[src/rtl/mul_sequencer.sv]
// -----------------------------------------------------------------------------
// mul_sequencer
// Multi-cycle controller for the EX-stage `mul` operation. It replaces a
// single-cycle multiplier with an iterative radix-2 shift-add loop and returns
// the low WIDTH bits of A*B. While the loop runs it holds IF/ID/EX through
// Stall. Non-mul operations never touch this block.
//
// The low WIDTH bits of a two's-complement product equal the low WIDTH bits
// of the unsigned product, so the loop is purely unsigned.
//
// Ports:
//   Clk         in   rising-edge clock
//   Reset       in   synchronous, active-high reset (beats Flush and Start)
//   Start       in   a valid (non-bubble) instruction sits in EX this cycle
//   ALUControl  in   ALU operation code of the EX instruction
//   A           in   multiplicand (rs after forwarding), sampled only at accept
//   B           in   multiplier   (rt after forwarding), sampled only at accept
//   Flush       in   squash of the EX instruction (aborts a running multiply)
//   Stall       out  combinational hold request for IF/ID/EX
//   Done        out  one-cycle pulse; Result is valid in that cycle
//   Result      out  low WIDTH bits of A*B, held until the next Done or Reset
// -----------------------------------------------------------------------------
module mul_sequencer #(
  parameter int          WIDTH    = 32,
  parameter logic [3:0]  MUL_CODE = 4'd2
) (
  input  logic             Clk,
  input  logic             Reset,
  input  logic             Start,
  input  logic [3:0]       ALUControl,
  input  logic [WIDTH-1:0] A,
  input  logic [WIDTH-1:0] B,
  input  logic             Flush,
  output logic             Stall,
  output logic             Done,
  output logic [WIDTH-1:0] Result
);

  localparam int             CW       = (WIDTH > 1) ? $clog2(WIDTH) : 1;
  localparam logic [CW-1:0]  CNT_LAST = CW'(WIDTH - 1);

  typedef enum logic [1:0] {
    ST_IDLE = 2'd0,
    ST_BUSY = 2'd1,
    ST_DONE = 2'd2
  } state_t;

  state_t           state_r,  state_nxt_s;
  logic [WIDTH-1:0] acc_r,    acc_nxt_s;
  logic [WIDTH-1:0] mcand_r,  mcand_nxt_s;
  logic [WIDTH-1:0] mplier_r, mplier_nxt_s;
  logic [CW-1:0]    cnt_r,    cnt_nxt_s;
  logic [WIDTH-1:0] result_r, result_nxt_s;
  logic             done_r,   done_nxt_s;

  logic             accept_s;
  logic             stall_s;
  logic [WIDTH-1:0] partial_s;
  logic [WIDTH-1:0] mplier_shr_s;

  // Accept decode and the per-iteration datapath terms.
  always_comb begin
    accept_s     = Start && (ALUControl == MUL_CODE) && !Flush;
    partial_s    = mplier_r[0] ? (acc_r + mcand_r) : acc_r;
    mplier_shr_s = mplier_r >> 1;
  end

  // Next-state, datapath updates and the combinational Stall request.
  always_comb begin
    state_nxt_s  = state_r;
    acc_nxt_s    = acc_r;
    mcand_nxt_s  = mcand_r;
    mplier_nxt_s = mplier_r;
    cnt_nxt_s    = cnt_r;
    result_nxt_s = result_r;
    done_nxt_s   = 1'b0;
    stall_s      = 1'b0;

    case (state_r)
      ST_IDLE: begin
        if (accept_s) begin
          stall_s      = 1'b1;
          state_nxt_s  = ST_BUSY;
          mcand_nxt_s  = A;
          mplier_nxt_s = B;
          acc_nxt_s    = {WIDTH{1'b0}};
          cnt_nxt_s    = {CW{1'b0}};
        end else begin
          state_nxt_s  = ST_IDLE;
        end
      end

      ST_BUSY: begin
        stall_s = 1'b1;
        if (Flush) begin
          // Squashed instruction: abandon the loop, Result keeps its old value.
          state_nxt_s = ST_IDLE;
        end else begin
          acc_nxt_s    = partial_s;
          mcand_nxt_s  = mcand_r << 1;
          mplier_nxt_s = mplier_shr_s;
          cnt_nxt_s    = cnt_r + CW'(1);
          // Stop early once no multiplier bits remain; the count bound only
          // matters when the top bit of B is set.
          if ((mplier_shr_s == {WIDTH{1'b0}}) || (cnt_r == CNT_LAST)) begin
            state_nxt_s  = ST_DONE;
            result_nxt_s = partial_s;
            done_nxt_s   = 1'b1;
          end else begin
            state_nxt_s  = ST_BUSY;
          end
        end
      end

      ST_DONE: begin
        // The mul is still in EX this cycle; going straight to IDLE without
        // looking at Start keeps it from being accepted a second time.
        state_nxt_s = ST_IDLE;
      end

      default: begin
        state_nxt_s = ST_IDLE;
      end
    endcase
  end

  // State and datapath registers with synchronous reset.
  always_ff @(posedge Clk) begin
    if (Reset) begin
      state_r  <= ST_IDLE;
      acc_r    <= {WIDTH{1'b0}};
      mcand_r  <= {WIDTH{1'b0}};
      mplier_r <= {WIDTH{1'b0}};
      cnt_r    <= {CW{1'b0}};
      result_r <= {WIDTH{1'b0}};
      done_r   <= 1'b0;
    end else begin
      state_r  <= state_nxt_s;
      acc_r    <= acc_nxt_s;
      mcand_r  <= mcand_nxt_s;
      mplier_r <= mplier_nxt_s;
      cnt_r    <= cnt_nxt_s;
      result_r <= result_nxt_s;
      done_r   <= done_nxt_s;
    end
  end

  // Output mapping: Done/Result come from registers, Stall must be
  // combinational so the pipeline holds in the accept cycle itself.
  always_comb begin
    Stall  = stall_s;
    Done   = done_r;
    Result = result_r;
  end

endmodule
[config.mk]
export PLATFORM = sky130hd
export DESIGN_NAME = mul_sequencer
export DESIGN_NICKNAME = d
export VERILOG_FILES = /design/src/rtl/mul_sequencer.sv
export SDC_FILE = /design/constraint.sdc
export NUM_CORES = 1
export LEC_CHECK = 0
export CORE_MARGIN = 2
export CORE_UTILIZATION = 38
export DETAILED_ROUTE_END_ITERATION = 12
export GPL_TIMING_DRIVEN = 0
export PLACE_DENSITY = 0.66
export SLEW_MARGIN = 20
export SYNTH_ARGS = -nofsm -noshare
export SYNTH_HDL_FRONTEND = slang
export SYNTH_SLANG_ARGS = --single-unit
[constraint.sdc]
create_clock -name Clk -period 7.1 [get_ports Clk]
set_input_delay 1.065 -clock Clk [delete_from_list [all_inputs] [get_ports Clk]]
set_output_delay 1.065 -clock Clk [all_outputs]
set_load 0.005 [all_outputs]
==> results.ini <==
[clock_tree]
clk_pin_slew_ns = 0.07
insertion_delay_ns = 0.43
tritoncts = yes
root_buffer = clkbuf_16
clock_path_buffers = 2
post_cts_resized = 0
holdBufCountCts = 0
cts_max_level = 4
clock_sinks = 136
cts_buffers = 17
cts_setup_buffers = 0

[sta]
worst_pin_slew_ns = 0.840
fin_crit_sh_pct = 63.3
fin_ws_ns = 2.61
tns_ns = 0
rsz0062_at_grt = no
final-setup-viol-count = 0
final.min_clock_period_ns = 4.49
hold_viol_final = 0
clock.fmax_mhz = 222
slew_viol_final = 0
hold_slack_ns = 0.476
skew_ns = 0.0131
max_slew_margin_pct = 44.0

[pwr]
ir_drop_mv = 0.160
p_per_area_mw_per_mm2 = 183
combPwrFrac_pct = 6.2
clkPwrFrac_pct = 49.6
internal-power_uw = 1300
p_switching_uw = 456
total_power_uw = 1750
p_leak_uw = 0.00380
switching_share_pct = 26.0
seq_power_share_pct = 44.3

[floorplan]
rows = 51
die-height_um = 146
initial_utilization_pct = 38.9
core_mm2 = 0.0196
die_area_mm2 = 0.0212
die_w_um = 146
ios = 106

[drt]
routed_wl_um = 22800
viasPerCell = 5.47
firstDrtPassIters = 5
antenna_left = 0
avgRoutedWirePerCell_um = 17.4
drtIter0Drc = 479
vias = 7140
drc = 0

[logic_synthesis]
ys_ff_latch = 136
syn_inst = 904
yosysUniqueCellTypes = 70
syn_nets = 1010
ys_warn_count = 0
ys.flop_type = dfxtp_1
yosysTopAreaCell = dfxtp_1
synth.area.top_cells = dfxtp_1 36%, mux2i_1 8.3%, a211oi_1 7.1%
syn_area_mm2 = 0.00762
synth_edf_count = 0
synthArstFlopShare_pct = 0
ys_seq_area_share_pct = 35.7
syn_area_per_cell_um2 = 8.43
synth_top_cell_area_share_pct = 35.7

[finish]
layout_common_cells = 136 x dfxtp_1, 125 x nor2_1, 105 x clkdlybuf4s50_1
syn_to_final_growth_pct = 25.7
multiInputGateArea_mm2 = 0.00461
ff_latch_area_mm2 = 0.00272
final_common_cell = dfxtp_1
layout.nets = 1134
fill_cells = 1904
num_antenna_cells = 0
drive_above_1_share_pct = 5.28
final_area_mm2 = 0.00958

[global_route]
grt_pass1_vias = 6865
grt-ovfl-total = 0
antenna_found_initial = 0
grt_pass1_wl_um = 36500
grt_max_degree = 17
grt_usage_pct = 21.4

[placement]
io_buffers = 105
placedInstanceArea_mm2 = 0.00901
place_ws_ns = 2.64
place.gp.congestion = 0.952
place_hpwl_um = 17100

[setup_path]
cp-end-kind = output pin
worst_path_largest_cell_delay_ns = 0.51
crit_path_max_fanout = 10
cp_slowest_cell = clkdlybuf4s50_1
worstSetupPathType = primary input to output pin
critPathRequiredTime_ns = 6.03
worstPathCellList = clkdlybuf4s50_1 > nor4bb_1 > nand2_1 > clkbuf_1 > nand2_1 > clkdlybuf4s50_1
start_kind = primary input
critical_path_arrival_ns = 3.43

[min_path]
hold_class = flip-flop to flip-flop

[status]
status = complete, no violations

[job]
drv_cap = 0

-- registers in the layout, summed over array words and instances, names as in the netlist --
signal    count
cnt_r         5
mcand_r      32
acc_r        32
mplier_r     32
Result       32
state_r       2
Done          1
-- worst max-delay path, delay by kind of cell --
family        cells  cell delay (ns)
simple gates      3             0.99
buf+inv           3             1.36
-- path summary, 6_finish.rpt --
| kind | startpoint | endpoint | slack (ns) | depth (start not counted) |
|---|---|---|---|---|
| setup / recovery | Start | Stall | 2.61 | 6 |
| hold reg to reg | cnt_r[4] | cnt_r[4] | 0.48 | 2 |
| hold / removal | cnt_r[4] | cnt_r[4] | 0.48 | 2 |
| setup reg to reg | mcand_r[0] | Result[22] | 4.06 | 11 |
-- area by class of cell --
cell class / count / share of cell area [%]
clock inverter: 15 / 1.57
sequential: 136 / 28.4
multi-input combinational: 692 / 48.1
buffer: 68 / 2.77
clock buffer: 17 / 4.44
timing repair buffer: 105 / 11.0
inverter: 8 / 0.313
tap: 265 / 3.46
-- Yosys cell counts, drive strengths merged, types with 4 or more instances --
library cell	n
nor4	8
xnor2	12
ha	33
dfxtp	136
a31oi	13
nand3b	5
and4	4
nor3	9
buf	13
a211oi	73
and3	6
nand2	66
nand3	27
o21ai	31
o21bai	6
a21o	26
o211ai	6
nand2b	6
nor2	125
nor2b	9
xor2	18
nand4	7
a21oi	69
a311oi	4
and2	8
clkbuf	55
mux2i	63
inv	8
a22oi	25
-- per-layer routing --
layer | vias up | share of wire (%) | routed length, um | track usage (%)
li1 | 3563 | - | - | -
met1 | 3301 | 46 | 10500 | 27.9
met2 | 239 | 45 | 10100 | 34.0
met3 | 37 | 7.5 | 1700 | 6.52
met4 | 0 | 1.9 | 428 | 6.57
met5 | - | 0 | 0 | 1.14
-- cells by family after synthesis --
kind of cell               count (synthesis)  synth area share [%]
adders and majority gates                 34                  5.68
DFF                                      136                  35.7
buffers and inverters                     76                  3.87
xor gates and xnor gates                  30                  3.45
and+or+nand+nor                          289                  17.4
muxes                                     66                  8.76
AOI/OAI and AO/OA                        273                  25.1
-- power by group through the flow --
stage                     clock, uW  combinational (uW)  sequential (uW)
final                           868                 108              775
after global routing            909                 117              775
after CTS                       879                 109              775
after detailed placement          0                 108              792
after global placement            0                 108              792
after floorplan                   0                47.7              790
-- per-stage QoR --
step / util, % / std cells
final: 48.9 / 1306
after detailed placement: 46.0 / 1274
after global placement: 46.0 / 1274
after global routing: 48.9 / 1306
after CTS: 48.9 / 1306
after floorplan: - / 904
Note: power is estimated with default switching activity, not from simulation.
